`src/rtl/wall_bank.sv`:
```
// rtl/wall_bank.sv - multi-wall obstacle bank: serial per-frame scroll, hole drift/reload, pass scoring
// One wall is updated per clock after a tick; position buses feed the draw and collision logic.
module wall_bank #(
  parameter int NUM_WALLS    = 2,
  parameter int X_W          = 8,
  parameter int Y_W          = 7,
  parameter int SCREEN_W     = 160,
  parameter int WALL_SPACING = 80,
  parameter int WALL_SPEED   = 4,
  parameter int HOLE_MIN     = 16,
  parameter int HOLE_MAX     = 100,
  parameter int HOLE_STEP    = 4,
  parameter int BIRD_X       = 40,
  parameter int SCORE_W      = 8,
  parameter logic [7:0] LFSR_SEED = 8'hA5
) (
  input  logic                     clk,
  input  logic                     resetn,
  input  logic                     enable,
  input  logic                     clear,
  input  logic                     tick,
  input  logic                     mode,
  output logic [NUM_WALLS*X_W-1:0] wall_x_bus,
  output logic [NUM_WALLS*Y_W-1:0] hole_y_bus,
  output logic                     pass_pulse,
  output logic [SCORE_W-1:0]       score,
  output logic                     busy,
  output logic                     update_done
);

  localparam int IDX_W = (NUM_WALLS > 1) ? $clog2(NUM_WALLS) : 1;
  localparam logic [IDX_W-1:0]   LAST_IDX  = IDX_W'(NUM_WALLS - 1);
  localparam logic [X_W:0]       SPEED_E   = (X_W+1)'(WALL_SPEED);
  localparam logic [X_W:0]       WRAP_ADD  = (X_W+1)'(SCREEN_W - WALL_SPEED);
  localparam logic [X_W:0]       BIRD_E    = (X_W+1)'(BIRD_X);
  localparam logic [Y_W:0]       HMIN_E    = (Y_W+1)'(HOLE_MIN);
  localparam logic [Y_W:0]       HMAX_E    = (Y_W+1)'(HOLE_MAX);
  localparam logic [Y_W:0]       STEP_E    = (Y_W+1)'(HOLE_STEP);
  localparam logic [Y_W-1:0]     HMIN_Y    = Y_W'(HOLE_MIN);
  localparam logic [Y_W-1:0]     HMAX_Y    = Y_W'(HOLE_MAX);
  localparam logic [Y_W-1:0]     HOLE_MID  = Y_W'((HOLE_MIN + HOLE_MAX) / 2);
  localparam logic [SCORE_W-1:0] SCORE_MAX = '1;

  typedef enum logic [1:0] {S_IDLE, S_UPDATE, S_DONE} state_t;

  state_t               state;
  logic [IDX_W-1:0]     idx;
  logic [7:0]           lfsr;
  logic [X_W-1:0]       wall_x [NUM_WALLS];
  logic [Y_W-1:0]       hole_y [NUM_WALLS];
  logic [NUM_WALLS-1:0] dir_up;

  logic [X_W:0]   cur_x;
  logic [Y_W:0]   cur_h;
  logic [Y_W:0]   rnd;
  logic           cur_up;
  logic           wrap;
  logic           passed;
  logic [X_W-1:0] nx;
  logic [Y_W-1:0] nh;
  logic           nup;
  logic           lfsr_fb;

  function automatic logic [X_W-1:0] reset_x(input int i);
    return X_W'(SCREEN_W - 1 - (NUM_WALLS - 1 - i) * WALL_SPACING);
  endfunction

  assign lfsr_fb = lfsr[7] ^ lfsr[5] ^ lfsr[4] ^ lfsr[3];

  // Next state of the wall selected by idx; one extra bit keeps sums from overflowing.
  always_comb begin
    cur_x  = {1'b0, wall_x[idx]};
    cur_h  = {1'b0, hole_y[idx]};
    cur_up = dir_up[idx];
    rnd    = {1'b0, lfsr[Y_W-1:0]};
    wrap   = cur_x < SPEED_E;
    nx     = wrap ? X_W'(cur_x + WRAP_ADD) : X_W'(cur_x - SPEED_E);
    nh     = hole_y[idx];
    nup    = cur_up;
    passed = 1'b0;
    if (wrap) begin
      if (rnd < HMIN_E)      nh = HMIN_Y;
      else if (rnd > HMAX_E) nh = HMAX_Y;
      else                   nh = rnd[Y_W-1:0];
    end else begin
      passed = (cur_x >= BIRD_E) && ((cur_x - SPEED_E) < BIRD_E);
      if (mode) begin
        if (cur_up) begin
          if (cur_h + STEP_E >= HMAX_E) begin
            nh  = HMAX_Y;
            nup = 1'b0;
          end else begin
            nh  = Y_W'(cur_h + STEP_E);
          end
        end else begin
          if (cur_h <= HMIN_E + STEP_E) begin
            nh  = HMIN_Y;
            nup = 1'b1;
          end else begin
            nh  = Y_W'(cur_h - STEP_E);
          end
        end
      end
    end
  end

  always_ff @(posedge clk or negedge resetn) begin
    if (!resetn) begin
      state       <= S_IDLE;
      idx         <= '0;
      lfsr        <= LFSR_SEED;
      score       <= '0;
      pass_pulse  <= 1'b0;
      busy        <= 1'b0;
      update_done <= 1'b0;
      dir_up      <= '1;
      for (int i = 0; i < NUM_WALLS; i++) begin
        wall_x[i] <= reset_x(i);
        hole_y[i] <= HOLE_MID;
      end
    end else if (clear) begin
      state       <= S_IDLE;
      idx         <= '0;
      lfsr        <= LFSR_SEED;
      score       <= '0;
      pass_pulse  <= 1'b0;
      busy        <= 1'b0;
      update_done <= 1'b0;
      dir_up      <= '1;
      for (int i = 0; i < NUM_WALLS; i++) begin
        wall_x[i] <= reset_x(i);
        hole_y[i] <= HOLE_MID;
      end
    end else begin
      lfsr        <= {lfsr[6:0], lfsr_fb};
      pass_pulse  <= 1'b0;
      update_done <= 1'b0;
      case (state)
        S_IDLE: begin
          if (tick && enable) begin
            state <= S_UPDATE;
            idx   <= '0;
            busy  <= 1'b1;
          end
        end
        S_UPDATE: begin
          wall_x[idx] <= nx;
          hole_y[idx] <= nh;
          dir_up[idx] <= nup;
          if (passed) begin
            pass_pulse <= 1'b1;
            if (score != SCORE_MAX) score <= score + 1'b1;
          end
          if (idx == LAST_IDX) state <= S_DONE;
          else                 idx   <= idx + 1'b1;
        end
        S_DONE: begin
          update_done <= 1'b1;
          busy        <= 1'b0;
          state       <= S_IDLE;
        end
        default: state <= S_IDLE;
      endcase
    end
  end

  for (genvar g = 0; g < NUM_WALLS; g++) begin : g_bus
    assign wall_x_bus[g*X_W +: X_W] = wall_x[g];
    assign hole_y_bus[g*Y_W +: Y_W] = hole_y[g];
  end

endmodule
```
`config.mk`:
```
export PLATFORM = sky130hd
export DESIGN_NAME = wall_bank
export DESIGN_NICKNAME = d
export VERILOG_FILES = /design/src/rtl/wall_bank.sv
export SDC_FILE = /design/constraint.sdc
export NUM_CORES = 1
export LEC_CHECK = 0
export CAP_MARGIN = 5
export CORE_ASPECT_RATIO = 0.9
export CORE_UTILIZATION = 39
export CTS_CLUSTER_SIZE = 40
export DETAILED_ROUTE_END_ITERATION = 7
export PLACE_DENSITY = 0.68
export SETUP_SLACK_MARGIN = 0.05
export SLEW_MARGIN = 5
export SYNTH_ARGS = -nofsm -noshare
export SYNTH_HDL_FRONTEND = slang
export SYNTH_SLANG_ARGS = --single-unit
```
`constraint.sdc`:
```
create_clock -name clk -period 4.4 [get_ports clk]
set_input_delay 0.88 -clock clk [delete_from_list [all_inputs] [get_ports clk]]
set_output_delay 0.88 -clock clk [all_outputs]
set_load 0.01 [all_outputs]
```
== Yosys cells after proc, flatten, opt, wreduce, memory -nomap -nowiden ==
Cells that the tools add are included.
Word-level totals
  bits in registers: 54
  latch bits: 0
  bits in writable memories: 0
  ROM bits: 0
  input port bits: 6
  output and inout bits: 41
  word-level logic and storage cells: 110
  memories kept: 0
Cells by class
  add/subtract/negate cells: 6
  $mul: 0
  divide/modulo/power cells: 0
  $lt $le $gt $ge: 11
  eq/ne operators: 5
  shifts and indexed selects: 0
  muxes and demuxes: 58
  bitwise gates (word level): 4
  reductions and logical operators: 14
Operator list (count)
  8-bit 2-to-1 mux: 10
  7-bit 2-to-1 mux: 11
  16-bit 2-to-1 mux: 2
  14-bit 2-to-1 mux: 2
  1-bit 2-to-1 mux: 19
  16-bit bitwise mux: 1
  14-bit bitwise mux: 1
  2-bit 2-to-1 mux: 5
  9-bit by 6-bit less-than comparator with 1-bit output (second input constant): 1
  8-bit by 3-bit subtractor with 9-bit output (second input constant): 1
  7-bit by 3-bit adder with 8-bit output (second input constant): 1
  8-bit by 1-bit adder with 8-bit output (second input constant): 1
  8-bit adder (second input constant): 1
  8-bit demux with 1-bit select: 1
  8-bit by 6-bit greater-or-equal comparator with 1-bit output (second input constant): 1
  8-bit by 7-bit greater-or-equal comparator with 1-bit output (second input constant): 1
  8-bit by 3-bit less-than comparator with 1-bit output (second input constant): 1
  8-bit != test (second input constant): 1
  7-bit demux with 1-bit select: 1
  7-bit greater-than comparator (second input constant): 1
  7-bit by 5-bit less-or-equal comparator with 1-bit output (second input constant): 1
  7-bit by 5-bit less-than comparator with 1-bit output (second input constant): 1
  7-bit by 3-bit subtractor with 7-bit output (second input constant): 1
  3-bit != test (second input constant): 2
  19 further kinds: 30

== Depth between registers and ports, before layout ==
Gate-level depths: netlist of the first run.
  depth in word-level cells: 13
  gate-level depth with buffers: 13
  mapped depth without buffers: 9

== Worst setup path after synthesis of the first run ==
OpenSTA, ideal clock, no wires.
  path kind: reg2reg
  start: register idx
  end: register score[3]
  setup time: 0.078 ns
  arrival time: 3.207 ns
  data required time: 4.322 ns
  path slack: 1.115 ns
  cell stages (with the launch flop): 13
  buffers on the path: 5
  period minus slack after synthesis: 3.285 ns
  path through: dfrtp_1 > buf_4 > buf_2 > buf_2 > buf_2 > mux2i_1 > ha_1 > xor2_1 > a22oi_2 > or4b_1 > buf_2 > or4_1 > a21oi_1
Between the ends
  word-level cells in the longest chain between the ends: 10
  elaborated cells between the ends (all ways): 12
  classes of those cells: add/sub: 1; order compare: 3; mux: 4; bitwise: 1; reduce/logical: 3
RTL lines
  from (decl): line 47  | logic [IDX_W-1:0] idx;
  from (signal assigned): line 155  | else idx <= idx + 1'b1;
  1-bit NOT with 2-bit output (not written as such) *: line 72  | cur_x = {1'b0, wall_x[idx]};
  8-bit 2-to-1 mux (not written as such) * (3 in series): line 72
  8-bit by 3-bit subtractor with 9-bit output: line 86  | passed = (cur_x >= BIRD_E) && ((cur_x - SPEED_E) < BIRD_E);
  9-bit by 6-bit less-than comparator with 1-bit output: line 86
  1-bit logical AND: line 86
  1-bit 2-to-1 mux *: line 81  | if (wrap) begin
  2-bit nonzero test (no line) *
  3-bit AND reduction (no line) *
  to (signal assigned): line 152  | if (score != SCORE_MAX) score <= score + 1'b1;
  to (decl): line 26  | output logic [SCORE_W-1:0] score,
Mark *: on every way between the ends. The rest lies on a longest branch, timed or not. The select of a mux whose other input is x is not followed.
A chain may end at the register's enable or synchronous reset.

== Final worst setup path of the first run ==
  start: register idx
  end: register hole_y (netlist bit hole_y_bus[7])
Between the ends
  word-level cells in the longest chain between the ends: 13
  elaborated cells between the ends (all ways): 27
  classes of those cells: add/sub: 2; order compare: 5; mux: 18; bitwise: 1; reduce/logical: 1
RTL lines
  1-bit NOT with 2-bit output (not written as such)
  7-bit 2-to-1 mux (not written as such) (3 in series): line 73, 78
  7-bit by 3-bit adder with 8-bit output: line 93  | nh = Y_W'(cur_h + STEP_E);
  8-bit by 7-bit greater-or-equal comparator with 1-bit output: line 89  | if (cur_h + STEP_E >= HMAX_E) begin
  7-bit 2-to-1 mux: line 89
  7-bit 2-to-1 mux: line 88  | if (cur_up) begin
  7-bit 2-to-1 mux: line 87  | if (mode) begin
  7-bit 2-to-1 mux: line 81
  14-bit bitwise mux *: line 148  | hole_y[idx] <= nh;
  14-bit 2-to-1 mux *: line 138  | case (state)
  14-bit 2-to-1 mux *: line 121  | end else if (clear) begin
  to (signal, indexed assignment): line 148
  to (decl): line 50  | logic [Y_W-1:0] hole_y [NUM_WALLS];
Marked as above.

==> results of run 1 <==
how the worst max path moves through the flow:
stage / from / slack [ns] / cells after the start / to
floorplan: idx$_DFFE_PN0P_ / 1.11 / 12 / score[3]$_DFFE_PN0P_
global placement: idx$_DFFE_PN0P_ / 1.32 / 9 / hole_y_bus[1]$_DFFE_PN1P_
detailed placement: idx$_DFFE_PN0P_ / 1.17 / 7 / score[4]$_DFFE_PN0P_
CTS: idx$_DFFE_PN0P_ / 1.14 / 7 / score[4]$_DFFE_PN0P_
global route: idx$_DFFE_PN0P_ / 0.86 / 9 / hole_y_bus[1]$_DFFE_PN1P_
finish: idx$_DFFE_PN0P_ / 1.09 / 9 / hole_y_bus[7]$_DFFE_PN0P_
per-stage QoR:
| stage | util | cells | power, uW |
|---|---|---|---|
| after global placement | 0.475 | 513 | 749 |
| after global routing | 0.486 | 521 | 1090 |
| final | 0.486 | 521 | 1050 |
| after floorplan | - | 365 | 679 |
| after CTS | 0.486 | 521 | 1050 |
| after detailed placement | 0.475 | 513 | 750 |
cells in the mapped netlist, types with 3 or more instances:
cell type / number
mux2i_1: 12
mux2_2: 6
nand2_1: 31
a21oi_1: 28
dfstp_2: 25
a311oi_1: 5
nand2b_1: 3
o221ai_1: 4
xor2_1: 5
a31oi_1: 7
clkbuf_1: 11
nor3_1: 14
o21ai_0: 40
nor2b_1: 7
nor4_1: 5
and2_1: 3
a211oi_1: 3
or3_1: 3
nor3b_1: 5
dfrtp_1: 29
or4_1: 8
ha_1: 6
nand3_1: 11
nor2_1: 18
or2_2: 9
o211ai_1: 5
xnor2_1: 4
o31ai_1: 5
buf_2: 4
inv_1: 6
nand4_1: 3
sequential cells by signal (all words and copies together), names as in the netlist, 2 cells and up:
| register | cells |
|---|---|
| wall_x_bus | 16 |
| score | 8 |
| dir_up | 2 |
| lfsr | 8 |
| state | 2 |
| hole_y_bus | 14 |
cell usage in the layout (no fill, tap or decap), types with 2 or more instances in the layout:
cell type and instances:
buf_4 6, or2_2 9, nor2b_1 7, o31ai_1 5, dfstp_2 25, nand3_1 11
nand2_1 31, or4b_1 2, inv_1 6, or3_1 3, mux2i_1 12, and2_1 3
a32oi_1 2, o211ai_1 5, ha_1 6, a211oi_1 3, nand4_1 3, a31oi_1 7
a21oi_1 28, and4_1 2, nand2b_1 3, o221ai_1 4, nor3b_1 5, and3_1 2
nor4_1 5, clkdlybuf4s50_1 45, clkbuf_8 6, a311oi_1 5, nor3_1 14, xnor2_1 4
mux2_2 6, o21ai_0 40, dfrtp_1 29, or4_1 8, xor2_1 5, nor2_1 18
power by group through the flow:
stage / Clock [uW] / Sequential, uW / Combinational [uW]
6_report: 300 / 552 / 193
3_3_place_gp: 0 / 559 / 190
2_1_floorplan: 0 / 551 / 128
5_1_grt: 323 / 556 / 214
3_5_place_dp: 0 / 560 / 190
4_1_cts: 309 / 552 / 191
kinds of logic after synthesis:
logic type | share of synthesized area
buf+inv | 0.0396
mux | 0.0561
fa+ha+maj | 0.0254
flops | 0.413
xor+xnor | 0.0236
simple gates | 0.226
compound gates | 0.216
area by class of cell:
type | count | share of cell area
tap | 115 | 0.0362
clock buffer | 6 | 0.0208
multi-input combinational | 285 | 0.460
sequential | 54 | 0.347
clock inverter | 2 | 0.00314
inverter | 7 | 0.00660
timing repair buffer | 52 | 0.126
per-layer routing:
metal	global-route usage	vias to the layer above	routed length (um)
met4	0.0662	0	119
met3	0.0272	11	407
met1	0.315	1477	4500
met5	0	-	0
met2	0.321	97	4140
li1	-	1454	-
==> impl_metrics.env, run 1 <==
export IMPL_dieArea_um2=8950
export IMPL_holdBufCountCts=0
export IMPL_first_pass_iters=5
export IMPL_post_synth_cell_area_avg_um2=9.17
export IMPL_maxSlewViolCount=0
export IMPL_power_frac_clock=0.287
export IMPL_cts_root_buf="clkbuf_8"
export IMPL_post_synth_num_cell_types=66
export IMPL_drt_initial_drc_count=238
export IMPL_worst_r2r_endpoint="hole_y_bus[7]$_DFFE_PN0P_"
export IMPL_layout_drive_gt1_share=0.160
export IMPL_library_cell_appearing_most_often_on_the_critical_path="nor4_1"
export IMPL_synthArstFlopShare=1.00
export IMPL_cts_repair_resize_count=0
export IMPL_diodes=0
export IMPL_pin_count_of_the_biggest_net_entering_global_routing=41
export IMPL_cp_data_required_time_ns=4.62
export IMPL_wire_per_inst_um=17.6
export IMPL_timing_critical_path_slowest_stage_cell="dfrtp_1"
export IMPL_preCtsSetupSlack_ns=1.17
export IMPL_final_min_period_over_clock_period=0.753
export IMPL_hold_end="state[0]$_DFFE_PN0P_"
export IMPL_finalCriticalPeriod_ns=3.31
export IMPL_synth_net_count=377
export IMPL_cts_sinks=54
export IMPL_hold_slack_ns=0.505
export IMPL_post_cts_setup_buffers=0
export IMPL_final_nets=417
export IMPL_global_route_overflow_total=0
export IMPL_cp_buffers_inverters=1
export IMPL_switchingPower_uw=316
export IMPL_fp_dieH_um=89.9
export IMPL_run_status="completed"
export IMPL_io_pin_count=47
export IMPL_max_slew_worst_pin_slew_ns=1.20
export IMPL_number_of_enable_type_register_cells_in_the_synthesized_netlist=0
export IMPL_placement_cell_area_um2=3880
export IMPL_number_of_input_and_output_port_buffers_inserted=46
export IMPL_num_vias=3039
export IMPL_clock_latency_ns=0.31
export IMPL_regArea_um2=1380
export IMPL_post_synth_main_area_contributors="dfrtp_1, dfstp_2, o21ai_0, a21oi_1, mux2i_1"
export IMPL_worst_hold_start="state[1]$_DFFE_PN0P_"
export IMPL_cp_cell_sequence="mux2i_1 > inv_1 > ha_1 > and4_1 > o211ai_1 > nor4_1 > nor4_1 > nand2b_1 > a31oi_1"
export IMPL_totalWireLength_um=9170
export IMPL_end_kind="register"
export IMPL_path_delay_family="simple AND/OR/NAND/NOR gates"
export IMPL_syn2layout_area_growth_pct=18.9
export IMPL_global_route_usage_total=0.213
export IMPL_switching_power_as_a_share_of_total_power=0.303
export IMPL_rr_startpoint="idx$_DFFE_PN0P_"
export IMPL_timing_max_cap_violations=0
export IMPL_worst_r2r_setup_slack_ns=1.09
export IMPL_startpoint_type="register"
export IMPL_setup_total_negative_slack_ns=0
export IMPL_power_per_cell_area_nw_per_um2=263
export IMPL_holdPathStages=1
export IMPL_p_int_uw=729
export IMPL_cts_buffers=5
export IMPL_setup_viol_count_final=0
export IMPL_final_design_area_no_fill_um2=3980
export IMPL_clock_tree_buffer_depth=2
export IMPL_vdd_ir_drop_max_mv=0.122
export IMPL_worst_setup_path_type="register to register"
export IMPL_worst_r2r_path_depth=9
export IMPL_power_share_sequential=0.528
export IMPL_antenna_found_initial=0
export IMPL_skew_ns=0.00941
export IMPL_grt_pass1_vias=2951
export IMPL_ctsHtreeMaxLevel=2
export IMPL_cts_tree="yes"
export IMPL_final_fill_count=758
export IMPL_setup_ws_ns=1.09
export IMPL_clk_pin_slew_worst_paths_ns=0.10
export IMPL_drc=0
export IMPL_yosys_warnings=0
export IMPL_postRouteAntennaNets=0
export IMPL_worst_endpoint_arrival_ns=3.54
export IMPL_timing_critical_path_fanout_max=22
export IMPL_synth_seq_area_share=0.413
export IMPL_fp_coreArea_um2=8180
export IMPL_cell_type_with_the_largest_total_area_after_synthesis="dfrtp_1"
export IMPL_starting_density=0.409
export IMPL_dp_hpwl_um=6250
export IMPL_hold_viol=0
export IMPL_crit_path_max_incr_delay_ns=0.89
export IMPL_synthDominantCellAreaShare=0.217
export IMPL_leakagePower_uw=0.00146
export IMPL_hold_class="register to register"
export IMPL_synthesized_area_um2=3350
export IMPL_chipWidth_um=99.6
export IMPL_detail_route_vias_per_cell=5.83
export IMPL_routabilityCongestion=0.915
export IMPL_placement_rows=31
export IMPL_power_frac_comb=0.185
export IMPL_synth_flop_type="dfrtp_1"
export IMPL_syn_inst=365
export IMPL_fmax_ghz=0.302
export IMPL_synth_ff_latch_count=54
export IMPL_slew_limit_headroom=0.196
export IMPL_grt_first_pass_wirelength_um=15200
export IMPL_grt_setup_unrepaired="no"
export IMPL_multiInputGateArea_um2=1830
Power figures use the tool's default switching activity.
==> run 2: changes to the inputs <==
--- a/config.mk
+++ b/config.mk
@@ -10,7 +10,7 @@
 export CORE_UTILIZATION = 39
 export CTS_CLUSTER_SIZE = 40
 export DETAILED_ROUTE_END_ITERATION = 7
-export PLACE_DENSITY = 0.68
+export PLACE_DENSITY = 0.71
 export SETUP_SLACK_MARGIN = 0.05
 export SLEW_MARGIN = 5
 export SYNTH_ARGS = -nofsm -noshare
==> constraint.sdc (replaced) <==
create_clock -name clk -period 2.7 [get_ports clk]
set_input_delay 0.54 -clock clk [delete_from_list [all_inputs] [get_ports clk]]
set_output_delay 0.54 -clock clk [all_outputs]
set_load 0.01 [all_outputs]
==> run 2 against run 1 <==
Final cell count increased by 5.2%; global-route usage grew 0.73 points; critical path depth fell by 1; clock power up 64%; setup slack worse by 0.99 ns; sequential power increased by 62%; non-clock buffer count increased by 26; via count increased by 6.4%; critical path type unchanged; critical endpoint is now score[4]$_DFFE_PN0P_.
==> impl_metrics.env, run 2 (synthesis gave the netlist of run 1 again) <==
export IMPL_layout_cells_most_common="clkdlybuf4s50_1"
export IMPL_slew_limit_headroom=0.464
export IMPL_timing_max_cap_violations=0
export IMPL_number_of_input_and_output_port_buffers_inserted=46
export IMPL_cts_sinks=54
export IMPL_final_min_period_over_clock_period=0.965
export IMPL_routabilityCongestion=0.921
export IMPL_drc=0
export IMPL_setup_viol_count_final=0
export IMPL_hold_class="input pin to asynchronous set/reset pin"
export IMPL_run_status="completed"
export IMPL_grt_first_pass_wirelength_um=15700
export IMPL_skew_ns=0.00905
export IMPL_end_kind="register"
export IMPL_num_vias=3233
export IMPL_hold_viol=0
export IMPL_max_slew_worst_pin_slew_ns=0.804
export IMPL_setup_total_negative_slack_ns=0
export IMPL_detail_route_vias_per_cell=5.90
export IMPL_p_int_uw=1220
export IMPL_setup_ws_ns=0.0942
export IMPL_instances_no_fill=548
export IMPL_cts_buffers=5
export IMPL_power_frac_clock=0.281
export IMPL_first_pass_iters=4
export IMPL_wire_per_inst_um=17.7
export IMPL_crit_path_max_incr_delay_ns=0.57
export IMPL_path_delay_family="simple AND/OR/NAND/NOR gates"
export IMPL_worst_setup_path_type="register to register"
export IMPL_diodes=0
export IMPL_syn2layout_area_growth_pct=27.0
export IMPL_antenna_found_initial=0
export IMPL_timing_critical_path_slowest_stage_cell="or4b_4"
export IMPL_vdd_ir_drop_max_mv=0.246
export IMPL_cp_cell_sequence="buf_12 > mux2i_2 > ha_2 > xor2_1 > a22oi_2 > or4b_4 > or4_1 > a21oi_2"
export IMPL_chipWidth_um=99.6
export IMPL_fp_dieH_um=89.9
export IMPL_layout_common_cells="clkdlybuf4s50_1, o21ai_0, nand2_1, buf_4, dfrtp_1"
export IMPL_preCtsSetupSlack_ns=-0.00715
export IMPL_power_frac_comb=0.208
export IMPL_global_route_overflow_total=0
export IMPL_postRouteAntennaNets=0
export IMPL_fmax_ghz=0.384
export IMPL_global_route_usage_total=0.220
export IMPL_totalWireLength_um=9690
export IMPL_clk_pin_slew_worst_paths_ns=0.10
export IMPL_power_per_cell_area_nw_per_um2=412
export IMPL_fp_coreArea_um2=8180
export IMPL_dp_hpwl_um=6790
export IMPL_clock_latency_ns=0.31
export IMPL_io_pin_count=47
export IMPL_dp_cells=535
export IMPL_cts_tree="yes"
export IMPL_cts_root_buf="clkbuf_8"
export IMPL_startpoint_type="register"
export IMPL_clock_tree_buffer_depth=2
export IMPL_leakagePower_uw=0.00161
export IMPL_largest_register_ffs=16
export IMPL_ctsHtreeMaxLevel=2
export IMPL_grt_pass1_vias=2986
export IMPL_power_share_sequential=0.511
export IMPL_dieArea_um2=8950
export IMPL_final_nets=444
export IMPL_layout_drive_gt1_share=0.238
export IMPL_pin_count_of_the_biggest_net_entering_global_routing=40
export IMPL_grt_setup_unrepaired="no"
export IMPL_drt_initial_drc_count=232
export IMPL_switching_power_as_a_share_of_total_power=0.302
export IMPL_switchingPower_uw=529
export IMPL_timing_critical_path_fanout_max=5
export IMPL_maxSlewViolCount=0
export IMPL_starting_density=0.409
export IMPL_finalCriticalPeriod_ns=2.61
export IMPL_cp_buffers_inverters=1
export IMPL_worst_endpoint_arrival_ns=2.85
export IMPL_cp_data_required_time_ns=2.95
export IMPL_placement_rows=31
## run 2: per-layer routing
layer	GRT usage	wire (um)
met5	0	0
met1	0.333	4620
met2	0.328	4400
met4	0.0564	154
met3	0.0311	515
## run 2: what timing repair did
| action | in CTS | in global routing |
|---|---|---|
| hold buffers | 0 | 0 |
| pin swaps | 0 | 3 |
| setup buffers | 0 | 4 |
| gates cloned | 0 | 1 |
| setup endpoints to repair | 10 | 16 |
| resized for setup | 2 | 8 |
## run 2: worst reg2reg max path: cells and delay by family, from the launching register on
| family | cells | cell delay [ns] |
|---|---|---|
| compound gates | 2 | 0.29 |
| xor+xnor | 1 | 0.19 |
| fa+ha+maj | 1 | 0.23 |
| buf+inv | 1 | 0.15 |
| flops | 1 | 0.47 |
| mux | 1 | 0.20 |
| simple gates | 2 | 1.01 |
## run 2: final timing paths
kind,start,to,slack [ns],depth (start not counted)
setup / recovery,idx$_DFFE_PN0P_,score[4]$_DFFE_PN0P_,0.09,8
hold / removal,resetn,hole_y_bus[6]$_DFFE_PN0P_,0.31,1
setup reg to reg,idx$_DFFE_PN0P_,score[4]$_DFFE_PN0P_,0.09,8
hold reg to reg,lfsr[1]$_DFF_PN0_,lfsr[2]$_DFF_PN1_,0.50,1
max in group asynchronous,resetn,hole_y_bus[8]$_DFFE_PN1P_,1.68,2
min in group clk,lfsr[1]$_DFF_PN0_,lfsr[2]$_DFF_PN1_,0.50,1
## run 2: per-stage QoR
stage,utilization,cell area [um^2],hold slack (ns),total power (uW)
floorplan,-,3390,0.244,1120
global placement,0.497,4060,0.468,1240
detailed placement,0.497,4060,0.474,1250
CTS,0.509,4170,0.336,1740
global route,0.519,4250,0.360,1830
finish,0.519,4250,0.310,1750
## run 2: final cells by class
class / instances / area, um^2
clock buffer: 6 / 82.6
clock inverter: 2 / 16.3
fill: 760 / 3930
inverter: 7 / 26.3
multi-input combinational: 286 / 1890
sequential: 54 / 1380
tap: 115 / 144
timing repair buffer: 78 / 706
## run 2: power groups by stage
stage               combinational, uW  sequential [uW]  clock (uW)
CTS                               345              895         501
finish                            365              895         492
floorplan                         218              899           0
global placement                  337              907           0
global route                      398              900         533
detailed placement                341              908           0
